<file path="src/rtl/icache_refill_ctrl.sv">
// Instruction-cache line refill controller: gathers an L2 burst into a local line buffer,
// then replays it to the cache set as an unbroken NB-cycle replacement stream.
module icache_refill_ctrl #(
  parameter int unsigned B      = 64,
  parameter int unsigned ADDR_W = 32
) (
  input  logic              clk_i,
  input  logic              reset_i,
  input  logic              ic_miss_i,
  input  logic [ADDR_W-1:0] miss_addr_i,
  input  logic              flush_i,
  output logic              l2_req_o,
  output logic [ADDR_W-1:0] l2_addr_o,
  input  logic              l2_valid_i,
  input  logic [63:0]       l2_data_i,
  output logic              ic_repl_grant_o,
  output logic [63:0]       rep_word_o,
  output logic              busy_o
);

  localparam int unsigned       NB       = B / 8;
  localparam int unsigned       CntW     = $clog2(NB);
  localparam logic [CntW-1:0]   LastBeat = CntW'(NB - 1);
  localparam logic [ADDR_W-1:0] OffMask  = ADDR_W'(B - 1);

  typedef enum logic [2:0] {
    StIdle,
    StFetch,
    StStream,
    StDrain,
    StDone
  } state_e;

  state_e            state_q, state_d;
  logic [ADDR_W-1:0] line_addr_q, line_addr_d;
  logic [CntW-1:0]   fill_cnt_q, fill_cnt_d;
  logic [CntW-1:0]   stream_idx_q, stream_idx_d;
  logic              buf_we;
  logic [63:0]       line_buf_q [NB];

  logic              l2_req_q;
  logic [ADDR_W-1:0] l2_addr_q;
  logic              grant_q;
  logic              busy_q;

  always_comb begin
    state_d      = state_q;
    line_addr_d  = line_addr_q;
    fill_cnt_d   = fill_cnt_q;
    stream_idx_d = stream_idx_q;
    buf_we       = 1'b0;
    unique case (state_q)
      StIdle: begin
        if (ic_miss_i && !flush_i) begin
          state_d     = StFetch;
          line_addr_d = miss_addr_i & ~OffMask;
          fill_cnt_d  = '0;
        end
      end
      StFetch: begin
        if (l2_valid_i) begin
          buf_we     = 1'b1;
          fill_cnt_d = fill_cnt_q + 1'b1;
        end
        if (l2_valid_i && fill_cnt_q == LastBeat) begin
          // A flush landing on the final beat drops the line without granting.
          fill_cnt_d   = '0;
          stream_idx_d = '0;
          state_d      = flush_i ? StIdle : StStream;
        end else if (flush_i) begin
          state_d = StDrain;
        end
      end
      StDrain: begin
        // Burst must run to completion on L2 side; beats are counted, not stored.
        if (l2_valid_i) begin
          if (fill_cnt_q == LastBeat) begin
            fill_cnt_d = '0;
            state_d    = StIdle;
          end else begin
            fill_cnt_d = fill_cnt_q + 1'b1;
          end
        end
      end
      StStream: begin
        stream_idx_d = stream_idx_q + 1'b1;
        if (stream_idx_q == LastBeat) begin
          stream_idx_d = '0;
          state_d      = StDone;
        end
      end
      StDone: begin
        state_d = StIdle;
      end
      default: begin
        state_d = StIdle;
      end
    endcase
  end

  always_ff @(posedge clk_i) begin
    if (reset_i) begin
      state_q      <= StIdle;
      line_addr_q  <= '0;
      fill_cnt_q   <= '0;
      stream_idx_q <= '0;
      l2_req_q     <= 1'b0;
      l2_addr_q    <= '0;
      grant_q      <= 1'b0;
      busy_q       <= 1'b0;
    end else begin
      state_q      <= state_d;
      line_addr_q  <= line_addr_d;
      fill_cnt_q   <= fill_cnt_d;
      stream_idx_q <= stream_idx_d;
      // Outputs are registered off the next state so they line up with state_q.
      l2_req_q     <= (state_d == StFetch) || (state_d == StDrain);
      l2_addr_q    <= ((state_d == StFetch) || (state_d == StDrain)) ? line_addr_d : '0;
      grant_q      <= (state_d == StStream);
      busy_q       <= (state_d != StIdle);
    end
  end

  always_ff @(posedge clk_i) begin
    if (buf_we) begin
      line_buf_q[fill_cnt_q] <= l2_data_i;
    end
  end

  always_comb begin
    rep_word_o = '0;
    if (grant_q) begin
      rep_word_o = line_buf_q[stream_idx_q];
    end
  end

  assign l2_req_o        = l2_req_q;
  assign l2_addr_o       = l2_addr_q;
  assign ic_repl_grant_o = grant_q;
  assign busy_o          = busy_q;

endmodule

</file>
<file path="config.mk">
export PLATFORM = sky130hd
export DESIGN_NAME = icache_refill_ctrl
export DESIGN_NICKNAME = d
export VERILOG_FILES = /design/src/rtl/icache_refill_ctrl.sv
export SDC_FILE = /design/constraint.sdc
export NUM_CORES = 1
export LEC_CHECK = 0
export BUFFER_PORTS_ARGS = -buffer_cell sky130_fd_sc_hd__buf_2
export CORE_ASPECT_RATIO = 1.25
export CORE_MARGIN = 2
export CORE_UTILIZATION = 45
export DETAILED_ROUTE_END_ITERATION = 8
export HOLD_SLACK_MARGIN = 0.06
export PLACE_DENSITY = 0.65
export SLEW_MARGIN = 10
export SYNTH_ARGS = -nofsm -noshare
export SYNTH_HDL_FRONTEND = slang
export SYNTH_SLANG_ARGS = --single-unit
export TNS_END_PERCENT = 100
</file>
<file path="constraint.sdc">
create_clock -name clk_i -period 6.35 [get_ports clk_i]
set_clock_uncertainty 0.2 [all_clocks]
set_input_delay 0.635 -clock clk_i [delete_from_list [all_inputs] [get_ports clk_i]]
set_output_delay 0.635 -clock clk_i [all_outputs]
set_load 0.02 [all_outputs]
</file>
==> parameters.txt <==
Parameter                              Value

Timing
  Number of slew-limit violations in the final report    0
  Setup repair after global routing missed its margin    false
  Final worst-path setup slack    1.98 ns
  Achievable clock frequency    229 MHz
  Final hold vios    0
  Finish-stage setup viols    0
  Final cycle utilization of the critical path    68.7%
  Worst slew margin relative to its limit    24.7%
  Slew at the pin closest to its max-slew limit    1.13 ns
  Total negative slack    0 ns
  Final worst path period need    4.37 ns

Setup path
  Count of buffer and inverter cells on the critical path    3
  Cell type with the highest occurrence count on the critical path    buf_4
  Crit path largest cell delay    0.89 ns
  Cell chain of the critical path    buf_4 -> nor2_4 -> buf_4 -> a221oi_1 -> buf_2
  Slowest cell on the critical path    nor2_4
  End of the worst register-to-register path    line_buf_q[0][26]$_DFFE_PP_
  Gate family responsible for the most delay along the worst path    buffers and inverters
  Crit path required time    5.51 ns
  Reg-to-reg critical path startpoint    state_q[0]$_SDFF_PP0_
  Setup slack of the worst register-to-register path    3.03 ns
  Type of the worst setup path    register to output pin
  CP Data Arrival Time    3.53 ns
  Crit. End Element    output pin
  Worst setup SP type    register
  Cell depth of the worst flop-to-flop path    5
  Largest fanout on the critical path    65

Drt
  DRT Pass-1 Iters    5
  DRC violation count after routing    0
  Via/cell ratio    5.56
  Number of vias after detailed routing    12.1k
  Routed length per instance    22.6 um
  Drt initial violations    768
  Count of antenna-violating nets left after detailed routing    0
  Final WL    49.1 mm

Placed design
  Routability Congestion    0.719
  I/O Buffers    193
  DP Worst Slack    2.61 ns
  Final HPWL from detailed placement    25.5 mm

GRT
  Total global routing overflow    0
  First-pass GRT wire length    74.1 mm
  Maximum number of pins on one net before global-route repair    86
  Vias in the first global route    12.4k
  Combined global-route utilization of all metal layers    19.1%
  Antenna violations before repair    5

Synth
  Synth top area share    68.4%
  Share of synthesized registers carrying an async set or reset    0%
  Synth warn    0
  Yosys cell types    41
  Share of the yosys chip area belonging to registers    75.5%
  EDFF count, synth    512
  Seq cells post-synth    591
  Mapped Area    0.0225 sq mm
  Cell types occupying the most area after synthesis    edfxtp_1 (68%), dfxtp_1 (7.0%), mux4_2 (6.4%)
  Avg Synthesized Cell Area    18.0 sq um
  Post-Syn Nets    1355
  Cell type contributing the most total cell area after synthesis    edfxtp_1
  Most used flip-flop cell after synthesis    edfxtp_1
  Synthesized instance count    1250

Hold path
  Hold-critical path endpoint    line_buf_q[0][20]$_DFFE_PP_
  Min-delay src    l2_data_i[20]
  Min-delay worst type    input port to register
  Hold-critical path depth    1

Layout
  Commonest cells after routing, fill and taps aside    edfxtp_1 (512), buf_2 (193), o21ai_0 (93)
  Fraction of final layout cells sized beyond drive strength 1    29.5%
  Most common cell after layout, fill and taps aside    edfxtp_1
  Total number of nets in the final design    1581
  Area grow syn2layout    16.4%

Clocking
  Buffers inserted by post-CTS timing repair    0
  Worst-path clk slew    0.06 ns
  Total number of H-tree levels    2
  CTS tree    built
  Root Driver    clkbuf_16
  Total clock buffers created by CTS    56
  Clock latency of the later-clocked register in the worst-skew pair    0.60 ns
  Number of sinks handled by clock tree synthesis    591
  Max clock buf depth    3

Power
  Worst vdd ir    0.222 mV
  Power per cell area    292 mW/mm^2
  Leakage    8.75 nW

Floorplan
  Cell row count    91
  Top Ports    200
  Initial core utilization    45.6%
  Die area    0.0517 sq mm
  Vertical die dimension    254 um
  Core region area    0.0493 sq mm
  Die width    204 um

Outcome
  Run status    complete, no violations

Job
  Max cap viols    0
metrics by stage:
stage / cell area [sq um] / cells / power [mW] / hold WS, ns / util (%)
after floorplan: 22500 / 1250 / 4.47 / 0.233 / -
after global placement: 24200 / 2042 / 4.59 / 0.245 / 49.0
after detailed placement: 24200 / 2042 / 4.60 / 0.247 / 49.0
after CTS: 26200 / 2171 / 7.71 / 0.0659 / 53.0
after global routing: 26200 / 2172 / 7.88 / 0.0677 / 53.0
final: 26200 / 2174 / 7.65 / 0.0948 / 53.1
per-layer routing:
metal  vias up  share of wire [%]  GRT usage, %
li1       5424                  -             -
met1      6205                 42          25.2
met2       378                 49          31.9
met3        82                7.0          4.45
met4         6                2.0          5.03
met5         -              0.079             0
kinds of logic (layout without fill, tap and decap cells):
kind of cell    after synthesis  after routing  synth area share [%]
buf+inv                     145            415                  2.89
mux                         193            193                  12.5
flops                       591            591                  75.5
compound gates              227            227                  6.67
fa+ha+maj                     4              4                 0.223
other cells                   0              3                     0
simple gates                 90             90                  2.21
flip-flops by register name, summed over array words and instances (netlist names), named ones only:
register,cells
line_buf_q,512
busy_o,1
state_q,3
line_addr_q,32
ic_repl_grant_o,1
stream_idx_q,3
l2_addr_o,32
fill_cnt_q,3
l2_req_o,1
layout make-up:
class	count	area, sq um
fill	3963	23100
sequential	591	17000
multi-input combinational	514	4940
clock buffer	76	1540
timing repair buffer	248	1470
tap	651	815
inverter	65	244
clock inverter	26	168
antenna	3	7.51
cell usage after synthesis (all sizes together), types with 27 or more instances:
cell type,count
a221oi,64
nand3,29
mux4,64
dfxtp,79
edfxtp,512
buf,33
clkbuf,47
mux2,64
mux2i,65
a22o,27
a21oi,33
o21ai,94
inv,65
power breakdown:
| group | total, mW | switching, mW | internal, mW |
|---|---|---|---|
| logic | 0.258 | 0.171 | 0.0876 |
| registers | 4.27 | 0.0230 | 4.25 |
| clock network | 3.12 | 1.38 | 1.74 |
| total | 7.65 | 1.58 | 6.07 |
what timing repair did:
item	in CTS	in global routing
hold buffers	27	0
endpoints found under the hold margin	40	0
gates resized for setup	0	0
worst reg2reg max path, cell delays in order (launching register included):
cell and delay (ns):
dfxtp_1 0.66, nor4bb_1 0.44, nand2b_1 0.31, nor3_4 0.19, buf_4 0.37, buf_4 0.75
worst max path at each step:
stage | from | to | slack [ns] | cells after the start
after global routing | register | rep_word_o[3] | 1.88 | 5
after CTS | register | rep_word_o[3] | 1.96 | 5
after floorplan | l2_valid_i | line_buf_q[7][0]$_DFFE_PP_ | 1.66 | 4
after global placement | register | rep_word_o[3] | 2.60 | 5
final | register | rep_word_o[3] | 1.98 | 5
after detailed placement | register | rep_word_o[3] | 2.61 | 5
Note: power is estimated with default switching activity, not from simulation.
